### src/rtl/bounce_pkg.sv
//==============================================================================
// Module      : bounce_pkg
// Description : Shared types, palette and initial-position constants for the
//               bouncing-sprite engine.
// Revision    : 1.0 - initial release
//==============================================================================
`default_nettype none

package bounce_pkg;

    typedef enum logic [1:0] {
        ST_IDLE   = 2'd0,
        ST_UPDATE = 2'd1,
        ST_DONE   = 2'd2
    } state_t;

    localparam logic DIR_POS = 1'b0;
    localparam logic DIR_NEG = 1'b1;

    localparam int INIT_X_STEP = 64;
    localparam int INIT_Y_STEP = 48;

    // {R[1:0],G[1:0],B[1:0]}
    function automatic logic [5:0] palette(input logic [2:0] idx);
        case (idx)
            3'd0:    return 6'b11_00_11;  // magenta
            3'd1:    return 6'b00_11_00;  // green
            3'd2:    return 6'b11_00_00;  // red
            3'd3:    return 6'b00_00_11;  // blue
            3'd4:    return 6'b11_11_00;  // yellow
            3'd5:    return 6'b00_11_11;  // cyan
            3'd6:    return 6'b11_11_11;  // white
            default: return 6'b11_01_00;  // orange
        endcase
    endfunction

endpackage

`default_nettype wire

### src/rtl/bounce_axis.sv
//==============================================================================
// Module      : bounce_axis
// Description : One bounded axis step: move by speed, clamp at 0 / limit and
//               reverse direction on contact.
// Revision    : 1.0 - initial release
//==============================================================================
`default_nettype none

module bounce_axis
    import bounce_pkg::*;
#(
    parameter int W = 11
) (
    input  logic [W-1:0] pos_i,
    input  logic         dir_i,
    input  logic [4:0]   speed_i,
    input  logic [W-1:0] limit_i,
    output logic [W-1:0] pos_o,
    output logic         dir_o
);

    logic [W:0] w_speed;
    logic [W:0] w_sum;
    logic [W:0] w_diff;

    assign w_speed = {{(W-4){1'b0}}, speed_i};
    assign w_sum   = {1'b0, pos_i} + w_speed;
    assign w_diff  = {1'b0, pos_i} - w_speed;

    always_comb begin
        pos_o = pos_i;
        dir_o = dir_i;
        if (dir_i == DIR_POS) begin
            if (w_sum >= {1'b0, limit_i}) begin
                pos_o = limit_i;
                dir_o = DIR_NEG;
            end else begin
                pos_o = w_sum[W-1:0];
            end
        end else begin
            // pos <= speed covers both underflow and landing exactly on 0
            if ({1'b0, pos_i} <= w_speed) begin
                pos_o = '0;
                dir_o = DIR_POS;
            end else begin
                pos_o = w_diff[W-1:0];
            end
        end
    end

endmodule

`default_nettype wire

### src/rtl/bounce_sprite_engine.sv
//==============================================================================
// Module      : bounce_sprite_engine
// Description : Frame-rate sprite mover plus per-pixel priority renderer.
//               Optional sprite-0 collision under macro BOUNCE_COLLIDE_EN.
// Revision    : 1.0 - initial release
//==============================================================================
`default_nettype none

module bounce_sprite_engine
    import bounce_pkg::*;
#(
    parameter int NUM_SPRITES = 5,
    parameter int SPRITE_SIZE = 64,
    parameter int H_ACTIVE    = 640,
    parameter int V_ACTIVE    = 480,
    parameter int BASE_SPEED  = 3
) (
    input  logic       clk,
    input  logic       rst_n,
    input  logic       frame_tick_i,
    input  logic       pause_i,
    input  logic [9:0] pix_x_i,
    input  logic [9:0] pix_y_i,
    input  logic       video_active_i,
    output logic [5:0] rgb_o,
    output logic       busy_o
`ifdef BOUNCE_COLLIDE_EN
    ,
    output logic       collide_o
`endif
);

    localparam int          IDX_W   = (NUM_SPRITES > 1) ? $clog2(NUM_SPRITES) : 1;
    localparam logic [IDX_W-1:0] LAST_IDX = IDX_W'(NUM_SPRITES - 1);
    localparam logic [10:0] X_LIMIT = 11'(H_ACTIVE - SPRITE_SIZE);
    localparam logic [9:0]  Y_LIMIT = 10'(V_ACTIVE - SPRITE_SIZE);
    localparam logic [10:0] SIZE_11 = 11'(SPRITE_SIZE);

    state_t                 state_q, state_d;
    logic [IDX_W-1:0]       idx_q, idx_d;
    logic [10:0]            x_q [NUM_SPRITES];
    logic [9:0]             y_q [NUM_SPRITES];
    logic [NUM_SPRITES-1:0] dx_q;
    logic [NUM_SPRITES-1:0] dy_q;
    logic [5:0]             rgb_q, rgb_d;

    logic       w_start;
    logic       w_commit;
    logic       w_flip;
    logic [4:0] w_speed;
    logic [10:0] w_x_step;
    logic [9:0]  w_y_step;
    logic        w_dx_step;
    logic        w_dy_step;

    assign w_start = frame_tick_i && !pause_i;
    assign w_speed = 5'(BASE_SPEED) + 5'(idx_q);
    assign busy_o  = (state_q != ST_IDLE);
    assign rgb_o   = rgb_q;

    bounce_axis #(.W(11)) u_axis_x (
        .pos_i   (x_q[idx_q]),
        .dir_i   (dx_q[idx_q]),
        .speed_i (w_speed),
        .limit_i (X_LIMIT),
        .pos_o   (w_x_step),
        .dir_o   (w_dx_step)
    );

    bounce_axis #(.W(10)) u_axis_y (
        .pos_i   (y_q[idx_q]),
        .dir_i   (dy_q[idx_q]),
        .speed_i (w_speed),
        .limit_i (Y_LIMIT),
        .pos_o   (w_y_step),
        .dir_o   (w_dy_step)
    );

    always_comb begin
        state_d  = state_q;
        idx_d    = idx_q;
        w_commit = 1'b0;
        case (state_q)
            ST_IDLE: begin
                if (w_start) begin
                    state_d = ST_UPDATE;
                    idx_d   = '0;
                end
            end
            ST_UPDATE: begin
                w_commit = 1'b1;
                if (idx_q == LAST_IDX) begin
                    state_d = ST_DONE;
                    idx_d   = '0;
                end else begin
                    idx_d = idx_q + IDX_W'(1);
                end
            end
            ST_DONE:  state_d = ST_IDLE;
            default:  state_d = ST_IDLE;
        endcase
    end

    always_ff @(posedge clk) begin
        if (!rst_n) begin
            state_q <= ST_IDLE;
            idx_q   <= '0;
            for (int i = 0; i < NUM_SPRITES; i++) begin
                x_q[i]  <= 11'(INIT_X_STEP * i);
                y_q[i]  <= 10'(INIT_Y_STEP * i);
                dx_q[i] <= DIR_POS;
                dy_q[i] <= (i % 2 == 1) ? DIR_NEG : DIR_POS;
            end
        end else begin
            state_q <= state_d;
            idx_q   <= idx_d;
            if (w_commit) begin
                x_q[idx_q]  <= w_x_step;
                y_q[idx_q]  <= w_y_step;
                dx_q[idx_q] <= w_dx_step ^ w_flip;
                dy_q[idx_q] <= w_dy_step ^ w_flip;
            end
        end
    end

`ifdef BOUNCE_COLLIDE_EN
    // Sprite i's pre-step box against sprite 0, which was already moved this frame
    logic w_overlap;
    logic collide_q, collide_d;

    assign w_overlap = (idx_q != '0)
                    && (x_q[idx_q] < x_q[0] + SIZE_11)
                    && (x_q[0] < x_q[idx_q] + SIZE_11)
                    && ({1'b0, y_q[idx_q]} < {1'b0, y_q[0]} + SIZE_11)
                    && ({1'b0, y_q[0]} < {1'b0, y_q[idx_q]} + SIZE_11);
    assign w_flip    = w_commit && w_overlap;
    assign collide_o = collide_q;

    always_comb begin
        collide_d = collide_q;
        if (state_q == ST_IDLE && w_start) begin
            collide_d = 1'b0;
        end else if (w_flip) begin
            collide_d = 1'b1;
        end
    end

    always_ff @(posedge clk) begin
        if (!rst_n) begin
            collide_q <= 1'b0;
        end else begin
            collide_q <= collide_d;
        end
    end
`else
    assign w_flip = 1'b0;
`endif

    // Walk from the highest index down so the lowest-index hit wins
    always_comb begin
        rgb_d = '0;
        for (int i = NUM_SPRITES - 1; i >= 0; i--) begin
            if (({1'b0, pix_x_i} >= x_q[i]) && ({1'b0, pix_x_i} < x_q[i] + SIZE_11) &&
                ({1'b0, pix_y_i} >= {1'b0, y_q[i]}) &&
                ({1'b0, pix_y_i} < {1'b0, y_q[i]} + SIZE_11)) begin
                rgb_d = palette(3'(i));
            end
        end
        if (!video_active_i) begin
            rgb_d = '0;
        end
    end

    always_ff @(posedge clk) begin
        if (!rst_n) begin
            rgb_q <= '0;
        end else begin
            rgb_q <= rgb_d;
        end
    end

endmodule

`default_nettype wire

### config.mk
export PLATFORM = sky130hd
export DESIGN_NAME = bounce_sprite_engine
export DESIGN_NICKNAME = d
export VERILOG_FILES = /design/src/rtl/bounce_pkg.sv /design/src/rtl/bounce_axis.sv /design/src/rtl/bounce_sprite_engine.sv
export SDC_FILE = /design/constraint.sdc
export NUM_CORES = 1
export LEC_CHECK = 0
export CORE_MARGIN = 2
export CORE_UTILIZATION = 40
export DETAILED_ROUTE_END_ITERATION = 8
export PLACE_DENSITY = 0.54
export SLEW_MARGIN = 20
export SYNTH_ARGS = -nofsm -noshare
export SYNTH_HDL_FRONTEND = slang
export SYNTH_SLANG_ARGS = --single-unit
### constraint.sdc
create_clock -name clk -period 4.8 [get_ports clk]
set_input_delay 1.44 -clock clk [delete_from_list [all_inputs] [get_ports clk]]
set_output_delay 1.44 -clock clk [all_outputs]
set_load 0.1 [all_outputs]
**Yosys cells after proc, flatten, opt, wreduce, memory -nomap -nowiden**

Memories as Yosys holds them, arrays and structs flattened. A register that Yosys moved wholly into a read port is not among the register bits.
Index checks and enable logic that the tools add are counted.

- Reductions and logical operators: 27
- Add/subtract/negate cells: 16
- Bitwise operators: 2
- Eq/ne operators: 4
- Multiplexer cells: 46
- $lt $le $gt $ge: 26

Operator list:

| kind | number |
|---|---|
| 10-bit by 11-bit < comparator with 1-bit output | 10 |
| 10-bit by 7-bit adder with 11-bit output (second input constant) | 5 |
| 11-bit by 7-bit adder with 11-bit output (second input constant) | 5 |
| 10-bit by 11-bit >= comparator with 1-bit output | 5 |
| 10-bit >= comparator | 5 |
| 11-bit 2-to-1 mux | 4 |
| 10-bit 2-to-1 mux | 4 |
| 6-bit 2-to-1 mux | 5 |
| 3-bit 2-to-1 mux | 8 |
| 1-bit logical AND | 17 |
| 1-bit 2-to-1 mux | 16 |
| 11-bit by 4-bit adder with 12-bit output | 1 |
| 12-bit by 10-bit >= comparator with 1-bit output (second input constant) | 1 |
| 10-bit by 4-bit adder with 11-bit output | 1 |
| 11-bit by 9-bit >= comparator with 1-bit output (second input constant) | 1 |
| 11-bit by 4-bit less-or-equal comparator with 1-bit output | 1 |
| 11-bit OR reduction | 1 |
| 11-bit by 4-bit subtractor with 11-bit output | 1 |
| 5-bit bitwise mux | 2 |
| 10-bit by 4-bit less-or-equal comparator with 1-bit output | 1 |
| 10-bit OR reduction | 1 |
| 10-bit by 4-bit subtractor with 10-bit output | 1 |
| 1-bit binary-select mux with 3-bit select | 2 |
| 3-bit case mux with 2 select lines | 1 |
| other kinds (16) | 22 |

- Memories: 2
- Word-level logic and storage cells: 129
- Flip-flop bits (word level): 21
- Memory bits (writable): 105
- Output and inout port bits: 7
- Input bits: 25

Memory list:

| memory | words | bits a word | rd ports | clocked after Yosys merged registers in | wr ports | line | source |
|---|---|---|---|---|---|---|---|
| x_q | 5 | 11 | 6 | 1 | 5 | bounce_sprite_engine.sv:41 | `logic [10:0] x_q [NUM_SPRITES];` |
| y_q | 5 | 10 | 6 | 1 | 5 | bounce_sprite_engine.sv:42 | `logic [9:0] y_q [NUM_SPRITES];` |

**Depth between registers and ports, before layout**

An unclocked memory read counts as a cell.

- Depth after elaboration: 11
- Gate-level depth with buffers: 21
- Depth with buffers taken out: 15

**Hierarchy**

From an unflattened synthesis, not the netlist that was laid out.

- Cell total of the unflattened synthesis: 1341
- Area total of the unflattened synthesis: 14400.1 um^2

By module, submodules not included:

| module | area each (um^2) | cells an instance | times used | sequential area each (um^2) |
|---|---|---|---|---|
| bounce_sprite_engine | 11933.9 | 1006 | 1 | 5465.2 |
| bounce_axis (u_axis_x) | 1300.0 | 175 | 1 | 0.0 |
| bounce_axis (u_axis_y) | 1166.1 | 160 | 1 | 0.0 |

**Worst setup path after synthesis**

OpenSTA, ideal clock, no wires.

- Path kind: reg-to-reg
- Start point: register with a tool-made name
- End point: memory y_q[5][5] (data pin)
- Path buffers: 5
- Cell stages (with the launch flop): 19
- Clock period less this slack: 4936 ps
- Slack: -136 ps
- Data required time: 4515 ps
- Arrival time: 4652 ps
- Setup time: 285 ps
- Cell sequence: dfxtp_1 > buf_6 > buf_4 > buf_4 > buf_2 > clkbuf_1 > mux4_2 > mux2i_1 > inv_1 > ha_1 > fa_1 > nor2b_1 > o21ai_0 > and2_1 > o2111ai_1 > a32o_1 > nand3b_1 > o31ai_1 > inv_1

RTL lines:

| element | line |
|---|---|
| to (decl) | bounce_sprite_engine.sv:42 |

==> results_dict.tcl <==
set metrics [dict create \
    outcome "complete, no violations" \
    maxCapViolCount 0 \
    regArea_um2 5470 \
    relSlewSlack 0.316 \
    place_ws_ns 0.177 \
    crit_arrival_ns 4.65 \
    ys_seq_area_frac 0.396 \
    hold_path_class "reg -> reg" \
    synth_top_family_by_area "adder cells" \
    num_rows 68 \
    synth_compound_area_frac 0.140 \
    worst_pin_slew_ns 1.02 \
    wl_per_cell_um 22.8 \
    drive_gt1_frac 0.133 \
    placed_area_um2 15000 \
    crit_type "reg -> reg" \
    die_area_um2 36000 \
    syn_inst 1292 \
    whs_ns 0.477 \
    startpoint_type "flip-flop" \
    synthArstFlopShare 0 \
    rr_worst_depth 13 \
    clk_path_buf_depth 2 \
    clockRootBuffer "clkbuf_16" \
    grt_pass1_vias 10208 \
    yosys-mux-area-fraction 0.104 \
    fmax_ghz 0.223 \
    rsz0062_at_grt "no" \
    stdcell_area_um2 15600 \
    die_y_um 190 \
    synthSimpleGateAreaFrac 0.120 \
    numPortBuffers 31 \
    fin_skew_ns 0.0116 \
    drtIter0Drc 952 \
    fin_ws_ns 0.319 \
    reg2reg_to "x_q[5][5]$_DFFE_PP_" \
    synthFlopType "edfxtp_1" \
    grt_overflow 0 \
    ant_nets 0 \
    ir_worst_vdd_uv 234 \
    clk_pin_slew_worst_paths_ns 0.07 \
    cts_sinks 189 \
    cts_buffers 17 \
    io_pins 32 \
    place.gp.congestion 0.929 \
    hpwl_um 31900 \
    design.core.area_um2 34300 \
    grt_usage 0.237 \
    fin_crit_sh 0.933 \
    num-fill-cells 3211 \
    antenna_found_initial 0 \
    grt_max_degree 30 \
    h-tree-depth 4 \
    drt-total-wl_um 41900 \
    end_kind "flip-flop" \
    hold_viol 0 \
    dr.pass1.iters 7 \
    multi_input_area_um2 7570 \
    vias 10390 \
    synth-edff-count 168 \
    p_leak_nw 6.27 \
    final_cells 1838 \
    viasPerCell 5.65 \
    fin_crit_ns 4.48 \
    crit_path_end "x_q[5][5]$_DFFE_PP_" \
    pwr_density_cell_nw_per_um2 283 \
    synth_seq_cells 189 \
    cts_tree "done" \
    clk_latency_ns 0.44 \
    synth.net_count 1490 \
    die_w_um 190 \
    diodes 0 \
    syn_avg_cell_area_um2 10.7 \
    start_util 0.403 \
    setup_viol 0 \
    drc_errors 0 \
    yosys.area_share.adder 0.159 \
    synthXorXnorAreaFrac 0.0235 \
    grt_pass1_wl_um 62900 \
    cp.required_ns 4.97 \
    final_nets 1569 \
    syn_to_final_growth_pct 12.7 \
    syn-cell-area_um2 13800 \
    report.final.slew_viol_count 0 \
    r2r_slack_ns 0.32 \
    tns_ns 0 \
    yosys_warnings 0 \
    ys_types 84 \
    hold_path_depth 2 \
    dp.cells 1805 \
    critPathMaxFanout 12 \
]
registers in the layout, summed over array words and instances (netlist names), named ones only:
| name | flops |
|---|---|
| rgb_o | 3 |
| dy_q | 5 |
| idx_q | 3 |
| y_q | 80 |
| dx_q | 5 |
| state_q | 2 |
| x_q | 88 |
routing by layer:
layer,GRT usage,part of all wire
met2,0.384,0.46
met4,0.0578,0.018
met1,0.337,0.45
met5,0,0
met3,0.0312,0.064
layout make-up:
| class | count | share of cell area |
|---|---|---|
| Timing Repair Buffer | 93 | 0.0515 |
| Inverter | 157 | 0.0379 |
| Multi-Input combinational cell | 913 | 0.486 |
| Clock inverter | 14 | 0.00860 |
| Clock buffer | 17 | 0.0273 |
| Tap cell | 455 | 0.0366 |
| Sequential cell | 189 | 0.352 |
how the worst min path moves through the flow:
stage	from	to	slack, ns
final	dy_q[0]$_SDFFE_PN0P_	dy_q[0]$_SDFFE_PN0P_	0.48
after global routing	dy_q[2]$_SDFFE_PN0P_	dy_q[2]$_SDFFE_PN0P_	0.49
after CTS	dy_q[2]$_SDFFE_PN0P_	dy_q[2]$_SDFFE_PN0P_	0.47
after detailed placement	dy_q[2]$_SDFFE_PN0P_	dy_q[2]$_SDFFE_PN0P_	0.45
after global placement	dy_q[2]$_SDFFE_PN0P_	dy_q[2]$_SDFFE_PN0P_	0.44
after floorplan	dy_q[2]$_SDFFE_PN0P_	dy_q[2]$_SDFFE_PN0P_	0.42
per-stage QoR:
step	power, mW	utilization
3_3_place_gp	3.03	0.437
2_1_floorplan	2.65	-
4_1_cts	4.41	0.453
3_5_place_dp	3.04	0.437
6_report	4.40	0.454
5_1_grt	4.61	0.454
cells by family (layout without fill, tap and decap cells):
kind of cell,Yosys count,in the layout
compound gates,278,278
buf+inv,190,281
mux,75,75
flops,189,189
xor+xnor,37,37
simple gates,350,350
fa+ha+maj,173,173
what timing repair did:
item / 4_1_cts / 5_1_grt
resized for setup: 0 / 3
endpoints found under the hold margin: 0 / 0
setup endpoints to repair: 0 / 37
hold buffers: 0 / 0
buffers inserted: 0 / 2
cells in the final DEF, fill, tap and decap left out, types with 5 or more instances in the layout:
| master | synthesis | routed |
|---|---|---|
| ha_1 | 169 | 169 |
| edfxtp_1 | 168 | 168 |
| inv_1 | 157 | 157 |
| nor2_1 | 139 | 136 |
| nand2_1 | 63 | 63 |
| buf_4 | 9 | 60 |
| o21ai_0 | 59 | 57 |
| a21oi_1 | 53 | 52 |
| mux4_2 | 46 | 46 |
| nand3_1 | 41 | 41 |
| clkdlybuf4s50_1 | 0 | 31 |
| xnor2_1 | 29 | 29 |
| o21a_1 | 23 | 23 |
| a21o_1 | 22 | 22 |
| and2_1 | 20 | 20 |
| nor2b_1 | 19 | 19 |
| dfxtp_1 | 21 | 18 |
| clkbuf_16 | 0 | 17 |
| nor3_1 | 15 | 15 |
| nand2b_1 | 14 | 14 |
| a211oi_1 | 13 | 13 |
| mux2i_1 | 10 | 10 |
| a31oi_1 | 10 | 10 |
| mux2_2 | 9 | 9 |
| xor2_1 | 8 | 8 |
| a211o_1 | 7 | 7 |
| a2111oi_0 | 7 | 7 |
| o21ai_1 | 6 | 6 |
| nand4_1 | 6 | 6 |
| o31ai_1 | 5 | 5 |
| and4_1 | 5 | 5 |
| o221ai_1 | 5 | 5 |
| a21boi_0 | 5 | 5 |
| and3_1 | 5 | 5 |
| o211ai_1 | 5 | 5 |
| inv_6 | 0 | 5 |
report_power, final:
part	leakage, nW	internal (mW)	switching [mW]	total [mW]
registers	1.79	1.87	0.0625	1.93
clock network	0.277	0.724	0.660	1.38
logic	4.21	0.433	0.656	1.09
total	6.27	3.03	1.38	4.40
cell usage after synthesis, drive strengths merged, types with 5 or more instances:
| cell | n | area [µm²] |
|---|---|---|
| xor2 | 8 | 70.1 |
| a21oi | 53 | 265 |
| nand4 | 6 | 37.5 |
| a2111oi | 8 | 88.8 |
| a31oi | 10 | 62.6 |
| o21ai | 66 | 334 |
| a21o | 22 | 165 |
| o21a | 23 | 173 |
| o31ai | 6 | 50.1 |
| clkbuf | 13 | 48.8 |
| nand2b | 14 | 87.6 |
| nor2b | 19 | 119 |
| mux4 | 49 | 1110 |
| nor3 | 15 | 75.1 |
| o211ai | 7 | 62.6 |
| nand2 | 65 | 254 |
| nand3 | 41 | 205 |
| mux2 | 10 | 116 |
| or4 | 5 | 41.3 |
| edfxtp | 168 | 5040 |
| a21boi | 7 | 60.1 |
| a211o | 7 | 61.3 |
| nor2 | 140 | 528 |
| ha | 169 | 2110 |
| a211oi | 14 | 110 |
| mux2i | 16 | 209 |
| and4 | 5 | 43.8 |
| dfxtp | 21 | 420 |
| buf | 20 | 153 |
| o221ai | 7 | 73.8 |
| xnor2 | 29 | 254 |
| and2 | 20 | 125 |
| inv | 157 | 589 |
| and3 | 5 | 31.3 |
critical path, cell delays in order, from the launching register on:
cell	delay, ns
dfxtp_4	0.53
mux4_2	0.55
mux2i_1	0.31
inv_1	0.15
ha_1	0.33
nor2b_1	0.17
o21ai_0	0.22
a222oi_1	0.53
a21boi_0	0.19
a211oi_2	0.28
or3_1	0.36
o221ai_2	0.16
a21boi_2	0.29
inv_1	0.13
(Power assumes the default switching activity.)
